## config.mk

```make
export PLATFORM = sky130hd
export DESIGN_NAME = huc_mem_ctrl
export DESIGN_NICKNAME = d
export VERILOG_FILES = /design/src/rtl/huc_pkg.sv /design/src/rtl/huc_mem_cache.sv /design/src/rtl/huc_mem_ctrl.sv
export SDC_FILE = /design/constraint.sdc
export NUM_CORES = 1
export LEC_CHECK = 0
export ABC_CLOCK_PERIOD_IN_PS = 5450
export CORE_MARGIN = 3
export CORE_UTILIZATION = 40
export DETAILED_ROUTE_END_ITERATION = 12
export GPL_ROUTABILITY_DRIVEN = 0
export HOLD_SLACK_MARGIN = 0.15
export PLACE_DENSITY_LB_ADDON = 0.3
export SYNTH_ARGS = -nofsm -noshare
export SYNTH_HDL_FRONTEND = slang
export SYNTH_SLANG_ARGS = --single-unit
```

## constraint.sdc

```tcl
create_clock -name clk -period 5.45 [get_ports clk]
set_input_delay 0.545 -clock clk [delete_from_list [all_inputs] [get_ports clk]]
set_output_delay 0.545 -clock clk [all_outputs]
set_load 0.01 [all_outputs]
```

## src/rtl/huc_pkg.sv

```systemverilog
// Shared types for the cartridge memory channel: the mapper request bundle,
// the memory-responder state encoding and its data-out reset value.
package huc_pkg;

   typedef struct packed {
      logic [22:0] addr;
      logic [7:0]  dati;
      logic        ce;
      logic        ce2;
      logic        oe;
      logic        we;
   } MemCtrl;

   typedef enum logic [1:0] {
      IDLE = 2'd0,
      RD   = 2'd1,
      WR   = 2'd2,
      REC  = 2'd3
   } HucMemSt;

   localparam logic [7:0] HUC_MEM_DATO_RST = 8'hFF;

endpackage

```

## src/rtl/huc_mem_cache.sv

```systemverilog
// One-word read cache for huc_mem_ctrl (used when HUC_MEM_RDCACHE_EN is
// defined): tag = byte address bits [22:1], 16-bit word, valid bit.
// Filled at the end of every external read; byte-updated by writes that
// land on the cached word so it never goes stale.
module huc_mem_cache (
   input  logic        clk,
   input  logic        rst,
   input  logic [21:0] i_lkp_tag,
   input  logic        i_fill_en,
   input  logic [21:0] i_fill_tag,
   input  logic [15:0] i_fill_data,
   input  logic        i_upd_en,
   input  logic [22:0] i_upd_addr,
   input  logic [7:0]  i_upd_data,
   output logic        o_hit,
   output logic [15:0] o_data
);

   logic        r_valid;
   logic [21:0] r_tag;
   logic [15:0] r_data;

   assign o_hit  = r_valid & (r_tag == i_lkp_tag);
   assign o_data = r_data;

   // tag/data store: fill replaces the word, a write patches one byte on a tag match
   always_ff @(posedge clk) begin
      if (rst) begin
         r_valid <= 1'b0;
         r_tag   <= '0;
         r_data  <= '0;
      end else if (i_fill_en) begin
         r_valid <= 1'b1;
         r_tag   <= i_fill_tag;
         r_data  <= i_fill_data;
      end else if (i_upd_en && r_valid && (r_tag == i_upd_addr[22:1])) begin
         if (i_upd_addr[0]) r_data[15:8] <= i_upd_data;
         else               r_data[7:0]  <= i_upd_data;
      end
   end

endmodule

```

## src/rtl/huc_mem_ctrl.sv

```systemverilog
// Memory-side responder for the mapper MemCtrl channel. Turns level-style
// ce/oe/we requests into timed cycles on an async 16-bit SRAM/PSRAM and
// returns byte read data on dato. Optional read cache: HUC_MEM_RDCACHE_EN.
//
// state | meaning
// IDLE  | no access; pending write served first, then read
// RD    | strobes low, byte sampled into dato on the last cycle
// WR    | mem_we_n low with captured byte on both bus halves
// REC   | strobes high, bus still driven for one recovery clock
module huc_mem_ctrl
   import huc_pkg::*;
#(
   parameter int RD_CYC = 4,
   parameter int WR_CYC = 4,
   parameter int ADDR_W = 22
) (
   input  logic              clk,
   input  logic              rst,
   input  MemCtrl            req,
   output logic [7:0]        dato,
   output logic              busy,
   output logic [ADDR_W-1:0] mem_addr,
   output logic [15:0]       mem_dq_o,
   input  logic [15:0]       mem_dq_i,
   output logic              mem_dq_oe,
   output logic              mem_ce_n,
   output logic              mem_oe_n,
   output logic              mem_we_n,
   output logic              mem_ub_n,
   output logic              mem_lb_n
);

   MemCtrl            r_req;
   logic              r_rd_lvl_d;
   logic [22:0]       r_addr_d;
   HucMemSt           r_state, w_state_n;
   logic [3:0]        r_cnt, w_cnt_n;
   logic              r_wp_valid, w_wp_valid_n;
   logic [22:0]       r_wp_addr, w_wp_addr_n;
   logic [7:0]        r_wp_data, w_wp_data_n;
   logic              r_rd_pend, w_rd_pend_n;
   logic              r_lane, w_lane_n;
   logic [7:0]        w_dato_n;
   logic [ADDR_W-1:0] w_addr_n;
   logic [15:0]       w_dq_o_n;
   logic              w_dq_oe_n, w_ce_n_n, w_oe_n_n, w_we_n_n, w_ub_n_n, w_lb_n_n;
   logic              w_act, w_rd_lvl, w_rd_trig, w_wr_trig, w_wr_go;
   logic [22:0]       w_wa;
   logic [7:0]        w_wd;
   logic              w_hit;
   logic [15:0]       w_cdata;

   assign w_act     = r_req.ce & r_req.ce2;
   assign w_rd_lvl  = w_act & r_req.oe;
   assign w_rd_trig = w_rd_lvl & (~r_rd_lvl_d | (r_req.addr != r_addr_d));
   assign w_wr_trig = w_act & r_req.we;
   // an already-pending write is older than one arriving now, so it goes first
   assign w_wr_go   = (r_state == IDLE) & (r_wp_valid | w_wr_trig);
   assign w_wa      = r_wp_valid ? r_wp_addr : r_req.addr;
   assign w_wd      = r_wp_valid ? r_wp_data : r_req.dati;
   assign busy      = (r_state != IDLE) | r_wp_valid | r_rd_pend;

`ifdef HUC_MEM_RDCACHE_EN
   logic [21:0] r_rd_tag;

   // remember which word the running external read belongs to, for the fill
   always_ff @(posedge clk) begin
      if (rst)                                      r_rd_tag <= '0;
      else if (r_state == IDLE && w_state_n == RD) r_rd_tag <= r_req.addr[22:1];
   end

   huc_mem_cache u_cache (
      .clk         (clk),
      .rst         (rst),
      .i_lkp_tag   (r_req.addr[22:1]),
      .i_fill_en   ((r_state == RD) && (r_cnt == 4'd0)),
      .i_fill_tag  (r_rd_tag),
      .i_fill_data (mem_dq_i),
      .i_upd_en    (w_wr_go),
      .i_upd_addr  (w_wa),
      .i_upd_data  (w_wd),
      .o_hit       (w_hit),
      .o_data      (w_cdata)
   );
`else
   assign w_hit   = 1'b0;
   assign w_cdata = 16'h0000;
`endif

   // next state, pending bookkeeping and next registered bus outputs
   always_comb begin
      w_state_n    = r_state;
      w_cnt_n      = r_cnt;
      w_wp_valid_n = r_wp_valid;
      w_wp_addr_n  = r_wp_addr;
      w_wp_data_n  = r_wp_data;
      w_rd_pend_n  = r_rd_pend | w_rd_trig;
      w_lane_n     = r_lane;
      w_dato_n     = dato;
      w_addr_n     = mem_addr;
      w_dq_o_n     = mem_dq_o;
      w_dq_oe_n    = mem_dq_oe;
      w_ce_n_n     = mem_ce_n;
      w_oe_n_n     = mem_oe_n;
      w_we_n_n     = mem_we_n;
      w_ub_n_n     = mem_ub_n;
      w_lb_n_n     = mem_lb_n;

      // last write wins if the single entry is already occupied
      if (w_wr_trig) begin
         w_wp_valid_n = 1'b1;
         w_wp_addr_n  = r_req.addr;
         w_wp_data_n  = r_req.dati;
      end

      case (r_state)
         IDLE: begin
            if (w_wr_go) begin
               if (!(r_wp_valid && w_wr_trig)) w_wp_valid_n = 1'b0;
               w_state_n = WR;
               w_cnt_n   = 4'(WR_CYC - 1);
               w_addr_n  = w_wa[ADDR_W:1];
               w_dq_o_n  = {w_wd, w_wd};
               w_dq_oe_n = 1'b1;
               w_ce_n_n  = 1'b0;
               w_we_n_n  = 1'b0;
               w_oe_n_n  = 1'b1;
               w_ub_n_n  = ~w_wa[0];
               w_lb_n_n  = w_wa[0];
            end else if (r_rd_pend || w_rd_trig) begin
               w_rd_pend_n = 1'b0;
               if (w_hit) begin
                  w_dato_n = r_req.addr[0] ? w_cdata[15:8] : w_cdata[7:0];
               end else begin
                  w_state_n = RD;
                  w_cnt_n   = 4'(RD_CYC - 1);
                  w_lane_n  = r_req.addr[0];
                  w_addr_n  = r_req.addr[ADDR_W:1];
                  w_ce_n_n  = 1'b0;
                  w_oe_n_n  = 1'b0;
                  w_ub_n_n  = ~r_req.addr[0];
                  w_lb_n_n  = r_req.addr[0];
               end
            end
         end
         RD: begin
            if (r_cnt == 4'd0) begin
               w_state_n = IDLE;
               w_dato_n  = r_lane ? mem_dq_i[15:8] : mem_dq_i[7:0];
               w_ce_n_n  = 1'b1;
               w_oe_n_n  = 1'b1;
               w_ub_n_n  = 1'b1;
               w_lb_n_n  = 1'b1;
            end else begin
               w_cnt_n = r_cnt - 4'd1;
            end
         end
         WR: begin
            if (r_cnt == 4'd0) begin
               w_state_n = REC;
               w_ce_n_n  = 1'b1;
               w_we_n_n  = 1'b1;
               w_ub_n_n  = 1'b1;
               w_lb_n_n  = 1'b1;
            end else begin
               w_cnt_n = r_cnt - 4'd1;
            end
         end
         REC: begin
            w_state_n = IDLE;
            w_dq_oe_n = 1'b0;
         end
         default: w_state_n = IDLE;
      endcase
   end

   // state register, input capture and registered bus outputs
   always_ff @(posedge clk) begin
      if (rst) begin
         r_req      <= '0;
         r_rd_lvl_d <= 1'b0;
         r_addr_d   <= '0;
         r_state    <= IDLE;
         r_cnt      <= '0;
         r_wp_valid <= 1'b0;
         r_wp_addr  <= '0;
         r_wp_data  <= '0;
         r_rd_pend  <= 1'b0;
         r_lane     <= 1'b0;
         dato       <= HUC_MEM_DATO_RST;
         mem_addr   <= '0;
         mem_dq_o   <= '0;
         mem_dq_oe  <= 1'b0;
         mem_ce_n   <= 1'b1;
         mem_oe_n   <= 1'b1;
         mem_we_n   <= 1'b1;
         mem_ub_n   <= 1'b1;
         mem_lb_n   <= 1'b1;
      end else begin
         r_req      <= req;
         r_rd_lvl_d <= w_rd_lvl;
         r_addr_d   <= r_req.addr;
         r_state    <= w_state_n;
         r_cnt      <= w_cnt_n;
         r_wp_valid <= w_wp_valid_n;
         r_wp_addr  <= w_wp_addr_n;
         r_wp_data  <= w_wp_data_n;
         r_rd_pend  <= w_rd_pend_n;
         r_lane     <= w_lane_n;
         dato       <= w_dato_n;
         mem_addr   <= w_addr_n;
         mem_dq_o   <= w_dq_o_n;
         mem_dq_oe  <= w_dq_oe_n;
         mem_ce_n   <= w_ce_n_n;
         mem_oe_n   <= w_oe_n_n;
         mem_we_n   <= w_we_n_n;
         mem_ub_n   <= w_ub_n_n;
         mem_lb_n   <= w_lb_n_n;
      end
   end

endmodule

```

==> metrics.txt, run 1 <==
outcome complete, no violations; Final Skew roughly 5.6 ps; Critical Path AT 3000 ps; IO Count between 100 and 150; core area ~14,000 um^2; via count 4,407; Worst-Margin Slew about 1200 ps; leakage power 2.655 nW; min Tclk post-route 3541 ps; GRT Total Usage 17.00%; number of global-route vias before repair between 4,000 and 5,000; CTS sink cnt 143; CTS HTree Levels 4; P_int around 0.0022 W; Ys Warns 0; maximum vdd drop 0.3128 mV; routed length per instance 14.72 um; Post-synth EDFFs 0; Yosys reg bits around 140; Die Y 124.6 um; max_cap viols 0; RSZ-0062 raised after global routing no; First-pass DRT Iterations 5; share of power burned in the clock network 45.9%; clk buf depth 2; grt ovf 0; Multi-input gate area 2467 um^2; vias per cell 5.107; pre-CTS WS 2389 ps; FMAX 0.2824 GHz; R2R depth 6; final critical-path share of the clock period 64.96%; Worst Hold Depth 2; switching pwr 0.0007065 W; largest net degree at the start of global routing 96; initial core utilization approximately two fifths; cell count after synthesis 597; power share of the sequential group 39.6%; Worst Path Required 4910 ps; setup TNS 0 ps; PwrDens 400.7 nW/um^2; total die area between 15,000 and 20,000 um^2; Synth async-reset ratio 0%; CP Class register to primary output; Gate power share between 10% and 20%; Worst setup EP type primary output; DRT antenna net count 0; drt first-iter violations approximately 400; Layout Nets 733; Worst-Skew Late Latency 410 ps; Port Buffers 105; postcts setup bufs 0; post-DP HPWL roughly 8.3 mm; residual DRC count 0; Final Hold Vio Count 0; Hold/Removal Path Class register to register; DIE WIDTH 124.6 um; Clock Pin Slew Worst Setup and Hold Paths 60 ps; TritonCTS clock tree done; register area 2863 um^2; synthesized cell area 5629 um^2; Root Buffer clkbuf_16; syn avg cell area ~9.4 um^2; share of cells above drive strength 1 8.734%; Netlist cell types 43; Max-slew headroom 22.77%; first-pass GRT wire length 21.82 mm; antenna diode count 0; register area share after synthesis 50.86%; # hold bufs at CTS 0; Layout area overhead 30.58%; dominant synthesized flop cell dfxtp_1; CTS resizes 0; initial antenna violation count 0; Synthesized Nets 655; number of setup violations in the final report 0; wirelength, routed 12.70 mm; Final WS setup 1909 ps; total CTS buffers 17; type of element launching the critical path register; Max Transition Viols Final 0; filler cell count 1,193; Net Sw Frac a little under a quarter; CP max FO 29; # rows 42
-- critical path, cell delays in order (launching register included) --
cell             delay (ps)
dfxtp_1                 340
inv_1                    90
ha_1                    930
inv_1                   270
or3_1                   450
clkdlybuf4s50_1         500
-- power groups by stage --
stage               Clock [W]  Sequential [W]  Combinational (W)
global route          0.00142         0.00118           0.000465
global placement            0         0.00119           0.000410
finish                0.00135         0.00117           0.000425
floorplan                   0         0.00119           0.000239
detailed placement          0         0.00119           0.000423
CTS                   0.00137         0.00117           0.000426
-- metal layers --
metal  part of all wire [%]  up-vias  wire length [um]  track usage, %
li1                       -     2175                 -               -
met1                     44     2066              5547           21.16
met2                     48      146              6097           28.21
met3                    6.7       20               846           5.103
met4                    1.6        0               208           5.545
met5                      0        -                 0               0
-- synth_stat cells, types with 5 or more instances --
library cell  number  area, um^2
mux2i_1           17       170.2
inv_1              8       30.03
buf_1              5       18.77
a211o_1            8       70.07
nor2_1            49       183.9
a21oi_1           38       190.2
a311oi_2          22       330.3
dfxtp_1          143        2863
nor4_1             7       43.79
clkbuf_1          29       108.9
ha_1               5       62.56
a211oi_1          10       75.07
nand3_1           26       130.1
nand2_1           93       349.1
nor2b_1           59       369.1
xor2_1            23       201.4
buf_4              8       60.06
-- cell type report --
class,instances,area share [%]
Tap cell,176,2.996
Inverter,8,0.4085
Clock inverter,10,3.149
Clock buffer,21,6.264
Timing Repair Buffer,109,14.67
Multi-Input combinational cell,396,33.57
Sequential cell,143,38.94
-- cell usage in the layout, fill, tap and decap left out, drive strengths merged, types with 4 or more instances in the layout --
cell / instances
buf: 5
a311oi: 25
xor2: 23
nor2b: 59
a31oi: 4
nor4: 7
o21ai: 4
ha: 5
a211oi: 10
a211o: 8
nand3: 26
nor2: 50
a21oi: 38
nand2: 93
bufinv: 7
clkbuf: 21
inv: 9
mux2i: 17
clkdlybuf4s50: 104
dfxtp: 143
-- metrics by stage --
| step | total power [W] | cells | util [%] | hold slack (ps) | area (um^2) |
|---|---|---|---|---|---|
| final | 0.002945 | 863 | 54.43 | 439.3 | 7351 |
| after global routing | 0.003065 | 863 | 54.43 | 465.6 | 7351 |
| after CTS | 0.002965 | 863 | 54.43 | 440.7 | 7351 |
| after detailed placement | 0.001610 | 832 | 49.31 | 432.2 | 6659 |
| after global placement | 0.001596 | 832 | 49.31 | 431.9 | 6659 |
| after floorplan | 0.001431 | 597 | - | 422.1 | 5629 |
-- flip-flops by register name, indices dropped and copies added, names as in the netlist, 2 cells and up --
name	cells
mem_addr	22
r_addr_d	23
r_cnt	4
mem_dq_o	8
r_wp_data	8
r_state	2
dato	8
r_wp_addr	23
r_req	35
-- path summary, 6_finish.rpt --
path / endpoint / slack, ps / startpoint
hold / removal: r_rd_lvl_d$_SDFF_PP0_ / 440 / r_req[1]$_SDFF_PP0_
setup / recovery: busy / 1910 / r_state[1]$_SDFFE_PP0P_
setup reg to reg: r_state[1]$_SDFFE_PP0P_ / 2390 / r_state[1]$_SDFFE_PP0P_
hold reg to reg: r_rd_lvl_d$_SDFF_PP0_ / 440 / r_req[1]$_SDFF_PP0_
-- cells by family (layout without fill, tap and decap cells) --
logic type,Yosys count,after routing,synth area share (%)
buffers and inverters,58,148,5.335
multiplexers,18,18,3.223
AND/OR/NAND/NOR,250,250,21.09
flip-flops,143,143,50.86
AO/OA/AOI/OAI,100,100,14.80
XOR/XNOR,23,23,3.579
adder cells (fa/ha/maj),5,5,1.111
No activity file was read; power rests on OpenSTA's default activity.
==> run 2: changes to the inputs <==
--- a/config.mk
+++ b/config.mk
@@ -5,7 +5,7 @@
 export SDC_FILE = /design/constraint.sdc
 export NUM_CORES = 1
 export LEC_CHECK = 0
-export ABC_CLOCK_PERIOD_IN_PS = 5450
+export ABC_CLOCK_PERIOD_IN_PS = 3200
 export CORE_MARGIN = 3
 export CORE_UTILIZATION = 40
 export DETAILED_ROUTE_END_ITERATION = 12
==> constraint.sdc (replaced) <==
create_clock -name clk -period 3.2 [get_ports clk]
set_input_delay 0.32 -clock clk [delete_from_list [all_inputs] [get_ports clk]]
set_output_delay 0.32 -clock clk [all_outputs]
set_load 0.01 [all_outputs]
==> metrics.txt, run 2 (synthesis results as in run 1) <==
min Tclk post-route 2830 ps; filler cell count 1,213 (+1.7%); share of cells above drive strength 1 8.986% (+0.25 points); # rows 42 (unchanged); Root Buffer clkbuf_16; CP Class register to primary output; max reg flops 35 (unchanged); core area 13,510 um^2 (unchanged); DRT antenna net count 0 (unchanged); Pwr Total 0.004708 W (+60%); CTS resizes 0 (unchanged); Multi-input gate area 2467 um^2 (unchanged); number of setup violations in the final report 0 (unchanged); Max Transition Viols Final 0 (unchanged); First-pass DRT Iterations 4 (-1); Final Hold Vio Count 0 (unchanged); routed length per instance 14.60 um (-0.78%); P_int 0.003546 W (+58%); Hold/Removal Path Class input pin to register; register area 2863 um^2 (unchanged); total CTS buffers 17 (unchanged); # hold bufs at CTS 0 (unchanged); worst path bufs/invs 3 (unchanged); most used cell along the critical path inv_1; Worst-Margin Slew 1063 ps (-95.81 ps); switching pwr 0.001162 W (+65%); largest net degree at the start of global routing 67 (-30%); IO Count 106 (unchanged); total die area 15,530 um^2 (unchanged); FMAX 0.3533 GHz; CTS sink cnt 143 (unchanged); PwrDens 644.5 nW/um^2 (+61%); Top reg by flops r_req; Final Skew 7.034 ps (+1.426 ps); Critical Path AT 2510 ps (-490 ps); Cell Chain, Critical Path inv_1 -> ha_1 -> inv_1 -> or3_1 -> clkdlybuf4s50_1; initial core utilization 41.68% (unchanged); Worst Path Required 2880 ps (-2030 ps); via count 4,383 (-0.54%); CP max stage delay 540 ps (-390 ps); power share of the sequential group 42.2% (+2.6 points); postcts setup bufs 0 (unchanged); CTS HTree Levels 4 (unchanged); wirelength, routed 12.65 mm (-0.43%); most common cell after layout, fill and taps aside dfxtp_1; setup TNS 0 ps (unchanged); post-DP HPWL 8.576 mm (+3.0%); Die Y 124.6 um (unchanged); outcome complete, no violations; DIE WIDTH 124.6 um (unchanged); Worst-Skew Late Latency 410 ps (about the same); vias per cell 5.061 (-0.89%); CP max FO 15 (-48%); max_cap viols 0 (unchanged); Crit-path slowest cell ha_1; clk buf depth 2 (unchanged); number of global-route vias before repair 4,583 (+2.6%); Regs by FF count r_req x35, r_addr_d x23, r_wp_addr x23; Layout area overhead 29.78%; Max-slew headroom 29.16% (+6.4 points); most frequent cells in the layout dfxtp_1, clkdlybuf4s50_1, nand2_1, nor2b_1, nor2_1; residual DRC count 0 (unchanged); grt ovf 0 (unchanged); type of element launching the critical path register; drt first-iter violations 325 (-20%); share of power burned in the clock network 42.1% (-3.8 points); RSZ-0062 raised after global routing no; Layout Nets 738 (+0.68%); Net Sw Frac 24.68% (+0.70 points); TritonCTS clock tree done; maximum vdd drop 0.5111 mV (+63%); final critical-path share of the clock period ~88%; Worst setup EP type primary output; FF-to-FF setup slack 700 ps (-1690 ps); Port Buffers 105 (unchanged); Clock Pin Slew Worst Setup and Hold Paths 60 ps (about the same); leakage power 2.634 nW (-0.80%); Gate power share 15.7% (+1.3 points); GRT Total Usage 17.01% (about the same); initial antenna violation count 0 (unchanged); first-pass GRT wire length 21.66 mm (-0.76%); Worst path top cell family by delay buffers and inverters; antenna diode count 0 (unchanged)
-- run 2: power by group through the flow --
stage | Clock [W] | Sequential [W] | Combinational, W
after global routing | 0.00210 | 0.00200 | 0.000818
after floorplan | 0 | 0.00203 | 0.000407
after CTS | 0.00203 | 0.00198 | 0.000744
after detailed placement | 0 | 0.00202 | 0.000741
after global placement | 0 | 0.00201 | 0.000720
final | 0.00198 | 0.00198 | 0.000741
-- run 2: final cells by class --
class | instances | area share [%]
Clock inverter | 5 | 1.439
Multi-Input combinational cell | 396 | 33.77
Inverter | 8 | 0.4110
Sequential cell | 143 | 39.18
Clock buffer | 24 | 6.731
Timing Repair Buffer | 114 | 15.45
Tap cell | 176 | 3.014
-- run 2: final timing paths --
kind / startpoint / depth (start not counted) / end
max reg2reg: r_state[0]$_SDFFE_PP0P_ / 5 / mem_addr[2]$_SDFFE_PP0P_
min reg2reg: r_req[9]$_SDFF_PP0_ / 2 / r_wp_data[5]$_SDFFE_PP0P_
max: r_state[0]$_SDFFE_PP0P_ / 5 / busy
min: rst / 2 / r_wp_valid$_SDFF_PP0_
-- run 2: through the flow --
stage	area (um^2)	hold WS [ps]	worst slack [ps]	cells	utilization, %
6_report	7306	417.3	369.9	866	54.09
3_5_place_dp	6709	444.6	695.5	837	49.68
3_3_place_gp	6709	433.5	832.1	837	49.68
4_1_cts	7306	404.3	344.2	866	54.09
2_1_floorplan	5629	400.1	1315	597	-
5_1_grt	7306	446.2	190.1	866	54.09
-- run 2: metal layers --
metal | vias up | share of wire [%] | GRT usage, %
met5 | - | 0 | 0
met2 | 111 | 50 | 28.56
met3 | 8 | 5.5 | 5.317
met1 | 2079 | 44 | 20.36
met4 | 0 | 0.85 | 6.447
li1 | 2185 | - | -
